<file path="src/rtl/amo_port_arbiter.sv">
// amo_port_arbiter
// Shares the data cache's single AMO port between NR_PORTS requesters.
// A round-robin pick is made in IDLE, the winner's request is latched and
// presented to the cache in BUSY until mem_ack_i, and the ack/result are
// steered back combinationally to the granted requester.
// Optional watchdog: define AMO_ARB_TIMEOUT_EN to build the BUSY-cycle
// counter behind timeout_o; otherwise timeout_o is tied low.
// Payload widths default to riscv::PLEN (56), riscv::XLEN (64) and the
// 4-bit ariane_pkg::amo_t encoding (AMO_ADD = 4).
//
// state | meaning
// IDLE  | no transaction; arbitrate among req_i
// BUSY  | latched request presented to cache, waiting for mem_ack_i

module amo_port_arbiter #(
    parameter int unsigned NR_PORTS = 2,
    parameter int unsigned TIMEOUT  = 1024,
    parameter int unsigned PLEN     = 56,
    parameter int unsigned XLEN     = 64,
    parameter int unsigned AMO_W    = 4
) (
    input  logic                               clk_i,
    input  logic                               rst_i,
    input  logic [NR_PORTS-1:0]                req_i,
    input  logic [NR_PORTS-1:0][AMO_W-1:0]     amo_op_i,
    input  logic [NR_PORTS-1:0][PLEN-1:0]      addr_i,
    input  logic [NR_PORTS-1:0][XLEN-1:0]      operand_i,
    input  logic [NR_PORTS-1:0][1:0]           size_i,
    output logic [NR_PORTS-1:0]                ack_o,
    output logic [XLEN-1:0]                    result_o,
    output logic                               mem_req_o,
    output logic [AMO_W-1:0]                   mem_amo_op_o,
    output logic [PLEN-1:0]                    mem_addr_o,
    output logic [XLEN-1:0]                    mem_operand_o,
    output logic [1:0]                         mem_size_o,
    input  logic                               mem_ack_i,
    input  logic [XLEN-1:0]                    mem_result_i,
    output logic                               busy_o,
    output logic [$clog2(NR_PORTS)-1:0]        grant_idx_o,
    output logic                               timeout_o
);

    localparam int unsigned IDX_W = $clog2(NR_PORTS);

    // Reject unsupported configurations at elaboration time.
    if (NR_PORTS < 2 || NR_PORTS > 8 || TIMEOUT < 1) begin : g_bad_param
        $error("amo_port_arbiter: NR_PORTS must be 2..8 and TIMEOUT >= 1");
    end

    typedef enum logic {
        IDLE = 1'b0,
        BUSY = 1'b1
    } state_t;

    state_t               state_q, state_d;
    logic [IDX_W-1:0]     rr_ptr_q, rr_ptr_d;
    logic [IDX_W-1:0]     grant_idx_q, grant_idx_d;
    logic [AMO_W-1:0]     op_q, op_d;
    logic [PLEN-1:0]      addr_q, addr_d;
    logic [XLEN-1:0]      operand_q, operand_d;
    logic [1:0]           size_q, size_d;

    logic                 sel_found;
    logic [IDX_W-1:0]     sel_idx;
    logic [IDX_W:0]       cand;
    logic [IDX_W:0]       grant_inc;
    logic [IDX_W-1:0]     grant_next;
    logic                 done;

    assign done = (state_q == BUSY) && mem_ack_i;

    // Round-robin pick: first set req_i bit at or above rr_ptr, wrapping.
    always_comb begin
        sel_found = 1'b0;
        sel_idx   = '0;
        cand      = '0;
        for (int i = 0; i < NR_PORTS; i++) begin
            cand = {1'b0, rr_ptr_q} + (IDX_W+1)'(i);
            if (cand >= (IDX_W+1)'(NR_PORTS)) begin
                cand = cand - (IDX_W+1)'(NR_PORTS);
            end
            if (!sel_found && req_i[cand[IDX_W-1:0]]) begin
                sel_found = 1'b1;
                sel_idx   = cand[IDX_W-1:0];
            end
        end
    end

    // Pointer to the port after the current grant, wrapping at NR_PORTS.
    always_comb begin
        grant_inc  = {1'b0, grant_idx_q} + {{IDX_W{1'b0}}, 1'b1};
        grant_next = grant_inc[IDX_W-1:0];
        if (grant_inc >= (IDX_W+1)'(NR_PORTS)) begin
            grant_next = '0;
        end
    end

    // Next-state, grant and payload latch decisions.
    always_comb begin
        state_d     = state_q;
        rr_ptr_d    = rr_ptr_q;
        grant_idx_d = grant_idx_q;
        op_d        = op_q;
        addr_d      = addr_q;
        operand_d   = operand_q;
        size_d      = size_q;
        case (state_q)
            IDLE: begin
                if (sel_found) begin
                    state_d     = BUSY;
                    grant_idx_d = sel_idx;
                    op_d        = amo_op_i[sel_idx];
                    addr_d      = addr_i[sel_idx];
                    operand_d   = operand_i[sel_idx];
                    size_d      = size_i[sel_idx];
                end
            end
            BUSY: begin
                if (mem_ack_i) begin
                    state_d  = IDLE;
                    rr_ptr_d = grant_next;
                end
            end
            default: state_d = IDLE;
        endcase
    end

    // State, pointer and latched payload registers.
    always_ff @(posedge clk_i or posedge rst_i) begin
        if (rst_i) begin
            state_q     <= IDLE;
            rr_ptr_q    <= '0;
            grant_idx_q <= '0;
            op_q        <= '0;
            addr_q      <= '0;
            operand_q   <= '0;
            size_q      <= '0;
        end else begin
            state_q     <= state_d;
            rr_ptr_q    <= rr_ptr_d;
            grant_idx_q <= grant_idx_d;
            op_q        <= op_d;
            addr_q      <= addr_d;
            operand_q   <= operand_d;
            size_q      <= size_d;
        end
    end

    // Ack and result are steered to the granted port only in the ack cycle.
    always_comb begin
        ack_o    = '0;
        result_o = '0;
        if (done) begin
            ack_o[grant_idx_q] = 1'b1;
            result_o           = mem_result_i;
        end
    end

    assign busy_o        = (state_q == BUSY);
    assign mem_req_o     = (state_q == BUSY);
    assign mem_amo_op_o  = op_q;
    assign mem_addr_o    = addr_q;
    assign mem_operand_o = operand_q;
    assign mem_size_o    = size_q;
    assign grant_idx_o   = grant_idx_q;

`ifdef AMO_ARB_TIMEOUT_EN
    localparam int unsigned TO_W = $clog2(TIMEOUT) + 1;

    logic [TO_W-1:0] to_cnt_q, to_cnt_d;
    logic            timeout_q, timeout_d;

    // Count BUSY cycles without ack; saturate at TIMEOUT, flag is sticky.
    always_comb begin
        to_cnt_d  = to_cnt_q;
        timeout_d = timeout_q;
        if (state_q == IDLE) begin
            if (sel_found) begin
                to_cnt_d = '0;
            end
        end else if (!mem_ack_i && (to_cnt_q != TO_W'(TIMEOUT))) begin
            to_cnt_d = to_cnt_q + TO_W'(1);
        end
        if (to_cnt_d == TO_W'(TIMEOUT)) begin
            timeout_d = 1'b1;
        end
    end

    // Watchdog registers.
    always_ff @(posedge clk_i or posedge rst_i) begin
        if (rst_i) begin
            to_cnt_q  <= '0;
            timeout_q <= 1'b0;
        end else begin
            to_cnt_q  <= to_cnt_d;
            timeout_q <= timeout_d;
        end
    end

    assign timeout_o = timeout_q;
`else
    assign timeout_o = 1'b0;
`endif

endmodule

</file>
<file path="config.mk">
export PLATFORM = sky130hd
export DESIGN_NAME = amo_port_arbiter
export DESIGN_NICKNAME = d
export VERILOG_FILES = /design/src/rtl/amo_port_arbiter.sv
export SDC_FILE = /design/constraint.sdc
export NUM_CORES = 1
export LEC_CHECK = 0
export ABC_CLOCK_PERIOD_IN_PS = 4350
export BUFFER_PORTS_ARGS = -buffer_cell sky130_fd_sc_hd__buf_2
export CORE_AREA = 2 2 201 203
export DETAILED_ROUTE_END_ITERATION = 16
export DIE_AREA = 0 0 203 205
export GPL_ROUTABILITY_DRIVEN = 0
export PLACE_DENSITY = 0.38
export SLEW_MARGIN = 40
export SYNTH_ARGS = -nofsm -noshare
export SYNTH_HDL_FRONTEND = slang
export SYNTH_SLANG_ARGS = --single-unit
</file>
<file path="constraint.sdc">
create_clock -name clk_i -period 4.35 [get_ports clk_i]
set_input_delay 0.87 -clock clk_i [delete_from_list [all_inputs] [get_ports clk_i]]
set_output_delay 0.87 -clock clk_i [all_outputs]
set_load 0.02 [all_outputs]
</file>
==> summary.md, run 1 <==
| Metric | Value |
|---|---|
| Half-perimeter wire length after detailed placement | 22.92 mm |
| Synth Register Bits | 129 |
| Cell with the most instances after synthesis | dfrtp_1 |
| Final cycle utilization of the critical path | 0.6590 |
| Unique masters post-synth | 22 |
| Die extent in x | 203 µm |
| Area growth syn-to-layout | 52.88% |
| DRT iter0 DRCs | 432 |
| Aggregate global-route resource usage | 0.1501 |
| Slew of the pin with the lowest slew margin | 0.8046 ns |
| Worst R2R Start | busy_o$_DFF_PP0_ |
| Worst path arrival time | 2.00 ns |
| Clock sinks | 129 |
| Worst Path Required | 3.48 ns |
| Vertical extent of the die | 205 µm |
| CTS buffer count | 17 |
| H-tree Lvls | 4 |
| Worst-case headroom to the max-slew limit | 0.4636 |
| Number of flops mapped to enable cells by yosys | 0 |
| HP Start | mem_addr_o[42]$_DFFE_PP0P_ |
| Core ar. | 39370 µm² |
| Async set-or-reset flop fraction in the synthesized netlist | 1.000 |
| Number of nets in the synthesized netlist | 1130 |
| Cell type contributing the most total cell area after synthesis | dfrtp_1 |
| Setup-failing EPs final | 0 |
| Seq/Total Area, Yosys | 0.4801 |
| Drt drc | 0 |
| Maximum clock path buffer count | 2 |
| Wire length per cell | 17.96 µm |
| First drt pass iteration count | 5 |
| Skew final | 0.01027 ns |
| Outcome | complete, no violations |
| Cell at the root of the clock tree | clkbuf_16 |
| Die footprint | 41620 µm² |
| Leading cell types by count after synthesis | 129 x dfrtp_1, 128 x nor2_1, 126 x a31oi_1, 126 x nand3_1, 89 x o21ai_0 |
| Setup CP Type | register to output port |
| Count of hold buffers inserted by post-cts repair | 0 |
| GRT Residual Overflow | 0 |
| Dominant register cell in the synthesized netlist | dfrtp_1 |
| Biggest area contributors in the synthesized netlist | dfrtp_1 48%, a31oi_1 12%, nand3_1 9.4% |
| Depth of the worst hold-timing path | 2 |
| Leakage power | 4.999 nW |
| Net count reported at finish | 1581 |
| Critical path launch point type | register |
| Largest voltage drop on the vdd net | 0.0002450 V |
| Clock transition at the registers of the reported paths | 0.06 ns |
| Sequential cell area | 3228 µm² |
| Final sum of negative setup slack | 0 ns |
| Average instance area after synthesis | 8.311 µm² |
| Clock insertion delay at the later pin of the skew report | 0.44 ns |
| Layout cell share with drive strength beyond 1 | 0.4462 |
| Std-Cell Rows | 73 |
| RSZ-0062 raised after global routing | no |
| Post-synthesis cell area | 6724 µm² |
| Number of vias in the routed layout | 7969 |
| Max frequency | 0.3488 GHz |
| Post-CTS Setup Bufs | 0 |
| CP max FO | 50 |
| Count of port buffers added during placement | 515 |
| Effective utilization at floorplan | 0.1708 |
| Type of destination of the critical path | output port |
| Count of cells resized by post-cts repair | 0 |
| First-pass GRT wire length | 47.97 mm |
| Hold Path Sink | mem_addr_o[42]$_DFFE_PP0P_ |
| Pwr/cell area | 474.5 nW/µm² |
| Number of antenna violations at the first check in global routing | 3 |
| DR vias/cell | 4.422 |
| Final Hold Fails | 0 |
| Reg2Reg Depth | 4 |
| Type of the tightest min-delay check | register to register |
| Share of the synthesized area in the top cell type | 0.4801 |
| Final wirelength | 32.36 mm |
| Mapped Cells | 809 |
| Crit Reg-Reg Endpoint | mem_addr_o[2]$_DFFE_PP0P_ |
| Pin count of the biggest net entering global routing | 73 |
| Worst hold slack | 0.5423 ns |
| CTS tree | done |
| Minimum period implied by the final worst setup slack | 2.867 ns |
| Number of I/O pins | 517 |
| Area taken by multi-input logic gates | 3007 µm² |
| MaxCap Viol Count | 0 |
| Fillers | 4431 |
| Final Max Slew Viols | 0 |
| Number of routed nets with antenna violations | 0 |
| Total of warnings raised by yosys | 0 |
| Via count of the first global-routing pass | 7894 |
| Reg-to-reg setup timing slack | 2.32 ns |
==> stage by stage <==
stage	std cells	instance area [µm²]	power, mW	utilization	setup slack (ns)
floorplan	809	6724	2.710	-	0.03901
global placement	1766	9673	3.427	0.2457	1.423
detailed placement	1766	9673	3.430	0.2457	1.431
CTS	1798	10270	4.975	0.2609	1.436
global route	1800	10270	5.187	0.2610	1.288
finish	1802	10280	4.878	0.2611	1.483
==> per-layer routing <==
metal | up-vias | GRT usage | share of wire
li1 | 3831 | - | -
met1 | 3800 | 0.1892 | 0.43
met2 | 303 | 0.2402 | 0.48
met3 | 33 | 0.04820 | 0.073
met4 | 2 | 0.05370 | 0.017
met5 | - | 0 | 0.00040
==> worst max-delay path, cell delays in order, from the launching register on <==
cell	delay, ns
dfrtp_1	0.67
buf_4	0.45
and3_1	0.26
buf_2	0.18
==> sequential cells by signal, indices dropped and copies added, names as in the netlist <==
signal         flops
mem_operand_o     64
mem_addr_o        56
mem_amo_op_o       4
mem_size_o         2
busy_o             1
grant_idx_o        1
rr_ptr_q           1
==> power by group <==
part | switching [mW] | total [mW] | internal [mW]
Combinational | 1.12 | 1.72 | 0.592
Clock | 0.611 | 1.50 | 0.891
Sequential | 0.165 | 1.66 | 1.49
==> layout make-up <==
| class | instances | share of cell area |
|---|---|---|
| flip-flops and latches | 129 | 0.3140 |
| inverters | 3 | 0.001826 |
| diodes | 4 | 0.0009737 |
| repair buffers | 531 | 0.2687 |
| clock inverters | 12 | 0.01266 |
| well taps | 525 | 0.06390 |
| multi-input cells | 578 | 0.2925 |
| clock buffers | 20 | 0.04540 |
==> placed cells by master (no fill, tap or decap), types with 2 or more instances in the layout <==
cell type   instances
a31oi_1           126
nor2_1            128
buf_4              12
clkinvlp_4          2
buf_12              5
o21ai_1            37
buf_2             514
clkinv_4            2
dfrtp_1           129
bufinv_16           2
o21ai_0            89
nand3_1           126
clkinv_2            4
inv_6               3
clkbuf_16          17
and3_1             64
diode_2             4
clkbuf_8            3
==> cells by family (layout without fill, tap and decap cells) <==
group | Yosys count | after routing | share of synthesized area
simple gates | 321 | 321 | 0.2272
compound gates | 256 | 256 | 0.2162
flops | 129 | 129 | 0.4801
buf+inv | 102 | 566 | 0.07592
other cells | 1 | 5 | 0.0005577
==> how the worst max path moves through the flow <==
stage / start / to / depth (start not counted)
after floorplan: rst_i / busy_o$_DFF_PP0_ / 1
after global routing: busy_o$_DFF_PP0_ / result_o[32] / 3
after detailed placement: req_i[1] / mem_addr_o[14]$_DFFE_PP0P_ / 5
final: busy_o$_DFF_PP0_ / result_o[32] / 3
after global placement: req_i[1] / mem_addr_o[14]$_DFFE_PP0P_ / 5
after CTS: busy_o$_DFF_PP0_ / result_o[43] / 3
Power figures use the tool's default switching activity.
==> run 2: changes to the inputs <==
- ABC_AREA: not set -> 1
- ABC_CLOCK_PERIOD_IN_PS: 4350 -> 2700
- PLACE_DENSITY: 0.38 -> 0.4
- clock period: 4.35 -> 2.7 ns (I/O delays scaled with it)
==> run 2 against run 1 <==
  * Global-route usage rose by 0.72 points
  * Die area did not move
  * Non-clock buffer count fell by 3
  * Largest power group unchanged
  * Sequential share of layout area fell by 3.2 points
  * Critical endpoint is now result_o[55]
  * Total power rose by 110%
  * Design area rose by 12%
  * Synthesized cell count rose by 52%
  * Critical path depth rose by 1
  * Count of clock-buffer cells in the layout did not move
  * Largest cell class unchanged
  * Register-to-register slack got worse by 1.1 ns
  * Clock skew fell by 0.0020 ns
==> summary.md, run 2 <==
| Metric | Value |
|---|---|
| Outcome | complete, no violations |
| Proportion of power drawn by the clock network | 0.219 (-0.089) |
| Type of destination of the critical path | output port |
| Maximum clock path buffer count | 2 (unchanged) |
| Skew final | 0.008249 ns (-0.002024 ns) |
| Largest voltage drop on the vdd net | 0.0003781 V (+54%) |
| Leading cell types by count after synthesis | 380 x nand2_1, 320 x inv_1, 252 x nand3_1 |
| Layout cell share with drive strength beyond 1 | 0.3294 (-0.1167) |
| MaxCap Viol Count | 0 (unchanged) |
| Cell at the root of the clock tree | clkbuf_16 |
| Setup CP Type | register to output port |
| Fin worst setup slack | 0.5006 ns (-0.9827 ns) |
| Mapped Cells | 1231 (+52%) |
| Effective utilization at floorplan | 0.1975 (+0.02670) |
| Die extent in x | 203 µm (unchanged) |
| Internal power of the cells | 5.441 mW (+83%) |
| Switching Power | 4.594 mW (+140%) |
| Synth Register Bits | 129 (unchanged) |
| Most used cells in the layout excluding fill and tap cells | 514 x buf_2, 379 x nand2_1, 319 x inv_1 |
| Setup-failing EPs final | 0 (unchanged) |
| Number of vias in the routed layout | 8947 (+12%) |
| Most frequent standard cell in the layout excluding fill and tap cells | buf_2 |
| Critical path buffers and inverters | 2 (unchanged) |
| Aggregate global-route resource usage | 0.1572 (+0.007160) |
| Average instance area after synthesis | 6.316 µm² (-24%) |
| Wire length per cell | 14.89 µm (-17%) |
| Crit Reg-Reg Endpoint | mem_operand_o[44]$_DFFE_PP0P_ |
| Half-perimeter wire length after detailed placement | 24.57 mm (+7.2%) |
| Post-CTS Setup Bufs | 0 (unchanged) |
| Critical path launch point type | register |
| Clock insertion delay at the later pin of the skew report | 0.43 ns (about the same) |
| Highest-delay cell along the critical path | dfrtp_1 |
| Number of nets in the synthesized netlist | 1552 (+37%) |
| Net count reported at finish | 2023 (+28%) |
| Cell with the most instances after synthesis | nand2_1 |
| GRT Residual Overflow | 0 (unchanged) |
| Leakage power | 7.548 nW (+51%) |
| Dominant register cell in the synthesized netlist | dfrtp_1 |
| Number of antenna violations at the first check in global routing | 8 (+5) |
| Count of hold buffers inserted by post-cts repair | 0 (unchanged) |
| DR vias/cell | 3.992 (-9.7%) |
| Biggest area contributors in the synthesized netlist | dfrtp_1 42%, nand2_1 18%, nand3_1 16% |
| Number of I/O pins | 517 (unchanged) |
| Share of power burned in registers | 0.323 (-0.017) |
| Utilization of the core after routing | 0.2912 (+0.03010) |
| CP top delay family | flip-flops |
| First drt pass iteration count | 5 (unchanged) |
| RSZ-0062 raised after global routing | no |
| Slowest Stage Delay on Critical Path | 0.45 ns (-0.22 ns) |
| Worst path arrival time | 1.66 ns (-0.34 ns) |
| Power share of the combinational group | 0.458 (+0.106) |
| Number of flops mapped to enable cells by yosys | 0 (unchanged) |
| Count of cells resized by post-cts repair | 0 (unchanged) |
| Type of the tightest min-delay check | primary input to async pin |
| Max frequency | 0.4547 GHz |
| Worst R2R Start | busy_o$_DFF_PP0_ |
| Clock transition at the registers of the reported paths | 0.06 ns (about the same) |
| Final Hold Fails | 0 (unchanged) |
| Seq/Total Area, Yosys | 0.4152 (-0.06490) |
| CTS tree | done |
| Die footprint | 41620 µm² (unchanged) |
| Core ar. | 39370 µm² (unchanged) |
| Final Max Slew Viols | 0 (unchanged) |
| Pwr/cell area | 875.3 nW/µm² (+84%) |
| Vertical extent of the die | 205 µm (unchanged) |
| Worst Path Required | 2.16 ns (-1.32 ns) |
| Final sum of negative setup slack | 0 ns (unchanged) |
| Via count of the first global-routing pass | 8628 (+9.3%) |
| Count of port buffers added during placement | 515 (unchanged) |
| Reg-to-reg setup timing slack | 1.20 ns (-1.12 ns) |
| First-pass GRT wire length | 50.50 mm (+5.3%) |
| Area growth syn-to-layout | 47.46% |
| Share of the synthesized area in the top cell type | 0.4152 (-0.06490) |
| H-tree Lvls | 4 (unchanged) |
| Post-synthesis cell area | 7775 µm² (+16%) |
| Pin count of the biggest net entering global routing | 77 (+5.5%) |
| CTS buffer count | 17 (unchanged) |
| Post-place setup slack | 0.7915 ns (-0.6399 ns) |
| Total of warnings raised by yosys | 0 (unchanged) |
| Async set-or-reset flop fraction in the synthesized netlist | 1.000 (unchanged) |
| Minimum period implied by the final worst setup slack | 2.199 ns |
| Final cycle utilization of the critical path | 0.8146 |
| Critical-path cell list | nand2_2 > buf_12 > nor2_1 > buf_2 |
| Worst hold slack | 0.2048 ns (-0.3376 ns) |
| Area after DPL | 10920 µm² (+13%) |
| Number of routed nets with antenna violations | 0 (unchanged) |
| Drt drc | 0 (unchanged) |
| Reg2Reg Depth | 6 (+2) |
| Max reg flops | 64 (unchanged) |
| Clock sinks | 129 (unchanged) |
| Switching Share | 0.4578 (+0.06817) |
| Cell type contributing the most total cell area after synthesis | dfrtp_1 |
| Unique masters post-synth | 16 (-27%) |
| DRT iter0 DRCs | 444 (+2.8%) |
| Final wirelength | 33.38 mm (+3.1%) |
| CP max FO | 56 (+12%) |
| Std-Cell Rows | 73 (unchanged) |
| Post-route cell area | 11460 µm² (+12%) |
[run 2: per-layer routing]
metal / share of wire / GRT usage / vias up
met3: 0.093 / 0.06029 / 28
met4: 0.012 / 0.03624 / 10
met2: 0.45 / 0.2468 / 341
met5: 0.0019 / 0 / -
met1: 0.44 / 0.2037 / 4045
li1: - / - / 4523
[run 2: cell type report]
cell class | instances | area (µm²)
Antenna cell | 1 | 2.502
Clock buffer | 20 | 456.7
Clock inverter | 12 | 86.33
Fill cell | 4562 | 27900
Inverter | 321 | 1211
Multi-Input combinational cell | 705 | 2995
Sequential cell | 129 | 3228
Tap cell | 525 | 656.9
Timing Repair Buffer | 528 | 2828
[run 2: power groups by stage]
stage	logic, mW	clock network, mW	registers (mW)
finish	4.59	2.20	3.24
detailed placement	4.68	0	3.26
CTS	4.68	2.29	3.26
global placement	4.69	0	3.26
floorplan	1.75	0	4.21
global route	5.06	2.37	3.36
[run 2: worst max-delay path by stage]
| stage | to | from | cells past startpoint |
|---|---|---|---|
| CTS | result_o[5] | busy_o$_DFF_PP0_ | 4 |
| detailed placement | result_o[5] | mem_ack_i | 5 |
| global route | result_o[52] | busy_o$_DFF_PP0_ | 4 |
| global placement | mem_operand_o[44]$_DFFE_PP0P_ | req_i[1] | 6 |
| floorplan | busy_o$_DFF_PP0_ | rst_i | 1 |
| finish | result_o[55] | busy_o$_DFF_PP0_ | 4 |
[run 2: worst min-delay path, cell delays in order]
cell and delay, ns:
buf_2 0.11, clkinvlp_4 0.10, buf_12 0.27
[run 2: through the flow]
stage	total power [mW]	cells
2_1_floorplan	5.959	1231
3_3_place_gp	7.952	2208
3_5_place_dp	7.937	2208
4_1_cts	10.22	2240
5_1_grt	10.80	2241
6_report	10.04	2241
[run 2: logic make-up after synthesis]
| family | after synthesis | share of synthesized area |
|---|---|---|
| other cells | 1 | 0.0004823 |
| compound gates | 4 | 0.002574 |
| flops | 129 | 0.4152 |
| simple gates | 700 | 0.3791 |
| buf+inv | 397 | 0.2026 |
